File: config.mk
export PLATFORM = sky130hd
export DESIGN_NAME = alu_issue_stage
export DESIGN_NICKNAME = d
export VERILOG_FILES = /design/src/rtl/alu_issue_stage.sv
export SDC_FILE = /design/constraint.sdc
export NUM_CORES = 1
export LEC_CHECK = 0
export CAP_MARGIN = 20
export CORE_UTILIZATION = 42
export DETAILED_ROUTE_END_ITERATION = 8
export PLACE_DENSITY = 0.86
export SLEW_MARGIN = 25
export SYNTH_ARGS = -nofsm -noshare
export SYNTH_HDL_FRONTEND = slang
export SYNTH_SLANG_ARGS = --single-unit
File: constraint.sdc
create_clock -name clk -period 3.3 [get_ports clk]
set_input_delay 0.495 -clock clk [delete_from_list [all_inputs] [get_ports clk]]
set_output_delay 0.495 -clock clk [all_outputs]
set_load 0.02 [all_outputs]
File: src/rtl/alu_issue_stage.sv
// LEGv8 decode/issue stage: decodes one instruction per handshake into a registered ALU bundle.
// Optional ALU_ISSUE_SKID_EN: 2-entry skid buffer with a registered in_ready.
module alu_issue_stage #(
  parameter int CNT_W    = 16,
  parameter bit IMM_SEXT = 1'b1
) (
  input  logic             clk,
  input  logic             reset,
  input  logic             in_valid,
  output logic             in_ready,
  input  logic [31:0]      Instruction,
  input  logic [31:0]      Rn_data,
  input  logic [31:0]      Rt_data,
  output logic             out_valid,
  input  logic             out_ready,
  output logic [3:0]       ALU_control,
  output logic             ALUSrc,
  output logic [31:0]      Sign_extend,
  output logic [31:0]      Read_data1,
  output logic             Illegal,
  output logic [CNT_W-1:0] Issue_count
);

  typedef struct packed {
    logic [3:0]  ctl;
    logic        src;
    logic [31:0] sext;
    logic [31:0] rd1;
    logic        ill;
  } bundle_t;

  bundle_t          w_dec;
  bundle_t          r_out;
  logic             r_out_v;
  logic [CNT_W-1:0] r_cnt;
  logic [10:0]      w_opc;
  logic             w_in_fire;
  logic             w_out_fire;
  logic             w_unused;

  assign w_opc      = Instruction[31:21];
  assign w_in_fire  = in_valid & in_ready;
  assign w_out_fire = r_out_v & out_ready;
  // Register-number fields are resolved upstream; only opcode/immediate bits matter here.
  assign w_unused   = ^Instruction[9:0];

  always_comb begin
    w_dec = '0;
    if (w_opc == 11'b10001011000) begin
      w_dec.ctl = 4'b0010; w_dec.rd1 = Rn_data;
    end else if (w_opc == 11'b11001011000) begin
      w_dec.ctl = 4'b1010; w_dec.rd1 = Rn_data;
    end else if (w_opc == 11'b10001010000) begin
      w_dec.ctl = 4'b0110; w_dec.rd1 = Rn_data;
    end else if (w_opc == 11'b10101010000) begin
      w_dec.ctl = 4'b0100; w_dec.rd1 = Rn_data;
    end else if (w_opc == 11'b11001010000) begin
      w_dec.ctl = 4'b1001; w_dec.rd1 = Rn_data;
    end else if (w_opc == 11'b11111000010 || w_opc == 11'b11111000000) begin
      w_dec.ctl  = 4'b0010;
      w_dec.src  = 1'b1;
      w_dec.sext = {{23{Instruction[20]}}, Instruction[20:12]};
      w_dec.rd1  = Rn_data;
    end else if (Instruction[31:22] == 10'b1001000100) begin
      w_dec.ctl  = 4'b0010;
      w_dec.src  = 1'b1;
      w_dec.sext = {{20{IMM_SEXT & Instruction[21]}}, Instruction[21:10]};
      w_dec.rd1  = Rn_data;
    end else if (Instruction[31:24] == 8'b10110100) begin
      w_dec.ctl = 4'b0111; w_dec.rd1 = Rt_data;
    end else if (Instruction[31:24] == 8'b10110101) begin
      w_dec.ctl = 4'b0001; w_dec.rd1 = Rt_data;
    end else begin
      w_dec.ill = 1'b1;
    end
  end

`ifdef ALU_ISSUE_SKID_EN
  bundle_t r_skid;
  logic    r_skid_v;
  logic    r_rdy;

  assign in_ready = r_rdy;

  // in_ready only ever reflects the skid state, so a stall is seen one cycle late
  // and the skid entry absorbs the bundle accepted in that cycle.
  always_ff @(posedge clk or posedge reset) begin
    if (reset) begin
      r_out    <= '0;
      r_out_v  <= 1'b0;
      r_skid   <= '0;
      r_skid_v <= 1'b0;
      r_rdy    <= 1'b0;
    end else if (r_skid_v) begin
      if (out_ready) begin
        r_out    <= r_skid;
        r_skid_v <= 1'b0;
        r_rdy    <= 1'b1;
      end else begin
        r_rdy    <= 1'b0;
      end
    end else if (w_in_fire) begin
      if (!r_out_v || out_ready) begin
        r_out   <= w_dec;
        r_out_v <= 1'b1;
        r_rdy   <= 1'b1;
      end else begin
        r_skid   <= w_dec;
        r_skid_v <= 1'b1;
        r_rdy    <= 1'b0;
      end
    end else begin
      if (w_out_fire) r_out_v <= 1'b0;
      r_rdy <= 1'b1;
    end
  end
`else
  logic r_live;

  assign in_ready = r_live & (!r_out_v | out_ready);

  always_ff @(posedge clk or posedge reset) begin
    if (reset) begin
      r_out   <= '0;
      r_out_v <= 1'b0;
      r_live  <= 1'b0;
    end else begin
      r_live <= 1'b1;
      if (w_in_fire) begin
        r_out   <= w_dec;
        r_out_v <= 1'b1;
      end else if (w_out_fire) begin
        r_out_v <= 1'b0;
      end
    end
  end
`endif

  always_ff @(posedge clk or posedge reset) begin
    if (reset)           r_cnt <= '0;
    else if (w_out_fire) r_cnt <= r_cnt + 1'b1;
  end

  assign out_valid   = r_out_v;
  assign ALU_control = r_out.ctl;
  assign ALUSrc      = r_out.src;
  assign Sign_extend = r_out.sext;
  assign Read_data1  = r_out.rd1;
  assign Illegal     = r_out.ill;
  assign Issue_count = r_cnt;

endmodule
== After elaboration in Yosys (flattened, before gate mapping) ==
Index checks and enable logic that the tools add are counted.
W data, S select, Z words.

* Register bits after elaboration: 88
* Bits in latches: 0
* RAM bits: 0
* Memory bits (read-only): 0
* Output and inout bits: 88
* Logic and storage cells: 60
* Memories: 0

* $add $sub $neg: 1
* $mul: 0
* Div/mod/pow operators: 0
* $lt $le $gt $ge: 0
* Eq/ne operators: 10
* Shifts and indexed selects: 0
* Multiplexer cells: 34
* Bitwise operators: 4
* Reduce and logical (&&, ||, !) cells: 3

{| class="wikitable"
|+ Operators by type and width
! kind !! number
|-
| $mux W32 || 8
|-
| $mux W33 || 6
|-
| $eq A11 B11 Y1 const B || 7
|-
| $mux W68 || 1
|-
| $mux W4 || 5
|-
| $add A16 B1 Y16 const B || 1
|-
| $eq A8 B8 Y1 const B || 2
|-
| $mux W1 || 12
|-
| $eq A10 B10 Y1 const B || 1
|-
| $mux W3 || 2
|-
| $and A1 B1 Y1 || 3
|-
| $reduce_bool A2 Y1 || 1
|-
| $logic_not A1 Y1 || 1
|-
| $logic_or A1 B1 Y1 || 1
|-
| $or A1 B1 Y1 || 1
|}

== Longest topological paths before layout ==
* Depth after elaboration: 10
* Mapped depth: 6

== Worst setup path after synthesis ==
OpenSTA, ideal clock, no wires.

* Path kind: input to register
* From: in Instruction[21]
* To: reg r_out, in the netlist Sign_extend[30]
* Library setup time: 128 ps
* Arrival time: 1467 ps
* Data required time: 3172 ps
* Setup slack: 1706 ps
* Cell stages on the path: 6
* Cells stage by stage: and3b_2 > nand4b_4 > or2_1 > buf_6 > o21ai_2 > o21ai_0

* Cells in the longest elaborated chain, start to end: 8
* Elaborated cells between the ends (all ways): 15
* Classes of those cells: eq/ne (7); mux (7); reduce/logical (1)

{| class="wikitable"
|+ RTL lines
! item !! line !! text
|-
| start: declaration || 11 || <nowiki>input logic [31:0] Instruction,</nowiki>
|-
| $eq A11 B11 Y1 || 59 || <nowiki>end else if (w_opc == 11'b11111000010 || w_opc == 11'b11111000000) begin</nowiki>
|-
| $logic_or A1 B1 Y1 || 59 ||
|-
| $mux W68 || 59 ||
|-
| $mux W33 || 57 || <nowiki>end else if (w_opc == 11'b11001010000) begin</nowiki>
|-
| $mux W33 || 55 || <nowiki>end else if (w_opc == 11'b10101010000) begin</nowiki>
|-
| $mux W33 || 53 || <nowiki>end else if (w_opc == 11'b10001010000) begin</nowiki>
|-
| $mux W33 || 51 || <nowiki>end else if (w_opc == 11'b11001011000) begin</nowiki>
|-
| $mux W33 (*) || 49 || <nowiki>if (w_opc == 11'b10001011000) begin</nowiki>
|-
| end signal: assignment || 130 || <nowiki>r_out <= w_dec;</nowiki>
|-
| end: declaration || 33 || <nowiki>bundle_t r_out;</nowiki>
|}

Every way passes the cells marked *; elsewhere a longest branch is shown, timed or not.
A chain may end at the register's enable or synchronous reset.

== Worst setup path in the final report ==
* From: in out_ready
* To: out in_ready

* Cells in the longest elaborated chain, start to end: 2

{| class="wikitable"
|+ RTL lines
! item !! line !! text
|-
| start: declaration || 15 || <nowiki>input logic out_ready,</nowiki>
|-
| $or A1 B1 Y1 || 120 || <nowiki>assign in_ready = r_live & (!r_out_v | out_ready);</nowiki>
|-
| $and A1 B1 Y1 || 120 ||
|-
| end: declaration || 10 || <nowiki>output logic in_ready,</nowiki>
|}

Every way passes these cells.

==> results.yml <==
outcome:
  status: "finished, final reports clean"
setup_path:
  path_class: "input port to primary output"
  critical_path.startpoint_type: "input port"
  required_ns: 2.80
  endpoint_kind: "primary output"
  r2r_slack_ns: 1.36
  worstPathArrival_ns: 1.99
  crit_fanout: 5
sta:
  rsz0062_at_grt: "no"
  final-setup-viol-count: 0
  fin_skew_ns: 0.0114
  slew_headroom: 0.635
  final_max_slew_viol_count: 0
  tightest_slew_ns: 0.548
  fin_crit_sh: 0.754
  finalHoldViolations: 0
  fmax_mhz: 402
  setup_tns_ns: 0
  fin_crit_ns: 2.49
yosys:
  synth_cell_types: 45
  syn_nets: 423
  syn-cell-area_um2: 3390
  async_reset_ff_frac: 1.00
  ys_seq_elements: 68
  synth_edf_count: 0
  ys_top_cells_by_area: "dfrtp_1, o21ai_2, a22oi_1"
  syn_area_per_cell_um2: 10.5
  synthCells: 322
  ys_seq_area_frac: 0.503
  synth_area_leader_cell: "dfrtp_1"
  synth_top_area_frac: 0.503
  ys.flop_type: "dfrtp_1"
  yosysWarningCount: 0
hold_path:
  hp-class: "flip-flop to flip-flop"
clocking:
  cts-htree-levels: 3
  holdBufCountCts: 0
  clk_pin_slew_ns: 0.07
  cts_resized: 0
  postCtsSetupBuffers: 0
  root_buffer: "clkbuf_8"
  clk_latency_ns: 0.34
  cts_tree: "built"
  cts_inserted_buffers: 9
  clkSinkCount: 68
  clockBufferDepth: 2
floorplan:
  dieWidth_um: 91.8
  start_util: 0.436
  die_h_um: 91.8
  dieArea_um2: 8420
  core.rowCount: 32
  ios: 188
  coreArea_um2: 7770
routing:
  drtPass1Iterations: 4
  wl_met3_um: 704
  drt_iter0_drc: 91
  vias: 2946
  wl_met2_mm: 4.42
  ant_nets: 0
  post_drt_wl_per_cell_um: 15.0
  wirelength_mm: 8.89
  highest_layer: "met4"
  wl_met1_mm: 3.56
  post_drt_via_cell_ratio: 4.98
  drt_drc_violations_left: 0
placement:
  numPortBuffers: 177
  dpl.cell_count: 575
  gp_congestion: 0.865
  dp.final_hpwl_mm: 6.71
run:
  maxCapViolations: 0
finish:
  drive_above_1_share: 0.135
  final_cells: 591
  num_antenna_cells: 0
  syn2layout_area_growth_pct: 56.5
  fin_nets: 585
global_routing:
  antenna_found_initial: 0
  grt_pass1_vias: 3034
  grt-ovfl-total: 0
  grt_use_total: 0.219
  grt_start_max_net_pins: 33
  grt_pass1_wl_mm: 14.5
power_and_ir_drop:
  power_density_nw_per_um2: 364
  leakage_nw: 2.36
  ir_worst_vdd_mv: 0.214
-- worst paths after layout --
kind | startpoint | to | depth (start not counted)
worst max-delay path | out_ready | in_ready | 4
worst min-delay path | Illegal$_DFFE_PP0P_ | Illegal$_DFFE_PP0P_ | 2
worst max register to register | out_valid$_DFFE_PP0P_ | Sign_extend[3]$_DFFE_PP0P_ | 5
worst min register to register | Illegal$_DFFE_PP0P_ | Illegal$_DFFE_PP0P_ | 2
max in group asynchronous | reset | Sign_extend[10]$_DFFE_PP0P_ | 3
min in group asynchronous | reset | Issue_count[13]$_DFFE_PP0P_ | 2
-- synth_stat cells (2+ instances only) --
cell,instances
dfrtp_1,68
inv_1,34
o21ai_2,32
a22oi_1,31
nand2_1,27
buf_4,20
xnor2_1,12
nor2_1,10
o21ai_0,9
mux2i_1,8
o21ai_1,8
nand3_1,6
clkbuf_1,5
a21oi_1,4
and3_1,4
buf_6,4
nand4_1,4
buf_2,3
xor2_1,3
and2_1,2
and4_1,2
nand2b_1,2
nor2b_1,2
-- cell type report --
cell class	instances	area, um^2
timing repair buffer	183	1820
inverter	34	128
tap	102	128
fill	620	2470
clock inverter	5	35.0
multi-input combinational	188	1340
clock buffer	11	151
sequential	68	1700
-- placed cells by master (no fill, tap or decap), types with 6 or more instances in the layout --
cell,n
a22oi_1,31
nand3_1,6
dfrtp_1,68
inv_1,33
nand2_1,27
mux2i_1,8
xnor2_1,12
clkbuf_8,11
buf_4,6
o21ai_1,8
nor2_1,9
clkdlybuf4s50_1,177
o21ai_2,31
o21ai_0,9
-- layer usage --
layer,global-route usage,up-vias
li1,-,1411
met1,0.262,1379
met2,0.369,136
met3,0.0688,20
met4,0.0820,0
met5,0,-
-- kinds of logic (layout without fill, tap and decap cells) --
kind of cell               after synthesis  after routing  synth area share
AOI/OAI and AO/OA                       91             91             0.205
other                                    1              1           0.00111
adders and majority gates                1              1           0.00369
and+or+nand+nor                         71             71             0.117
buffers and inverters                   66            233             0.105
muxes                                    9              9            0.0270
xor gates and xnor gates                15             15            0.0388
DFF                                     68             68             0.503
-- registers in the layout, summed over array words and instances, names as in the netlist --
name / cells
Read_data1: 32
Issue_count: 16
Sign_extend: 12
ALU_control: 4
ALUSrc: 1
Illegal: 1
out_valid: 1
r_live: 1
-- worst max-delay path: stages --
cell and delay [ns]:
clkdlybuf4s50_1 0.54, nand2b_1 0.19, and2_1 0.14, clkdlybuf4s50_1 0.62
-- power breakdown --
| part | switching, mW | internal, mW |
|---|---|---|
| registers | 0.0374 | 0.871 |
| clock network | 0.326 | 0.315 |
| logic | 0.169 | 0.209 |
| total | 0.532 | 1.40 |
-- per-stage QoR --
stage | utilization | cell area [um^2] | setup WS [ns] | hold WS (ns) | power [mW]
after global routing | 0.682 | 5300 | 0.753 | 0.517 | 2.01
after floorplan | - | 3390 | 1.09 | 0.582 | 1.07
after detailed placement | 0.658 | 5110 | 0.716 | 0.466 | 1.31
after CTS | 0.682 | 5300 | 0.823 | 0.482 | 1.95
after global placement | 0.658 | 5110 | 0.761 | 0.456 | 1.29
final | 0.682 | 5300 | 0.811 | 0.484 | 1.93
Note: power is estimated with default switching activity, not from simulation.
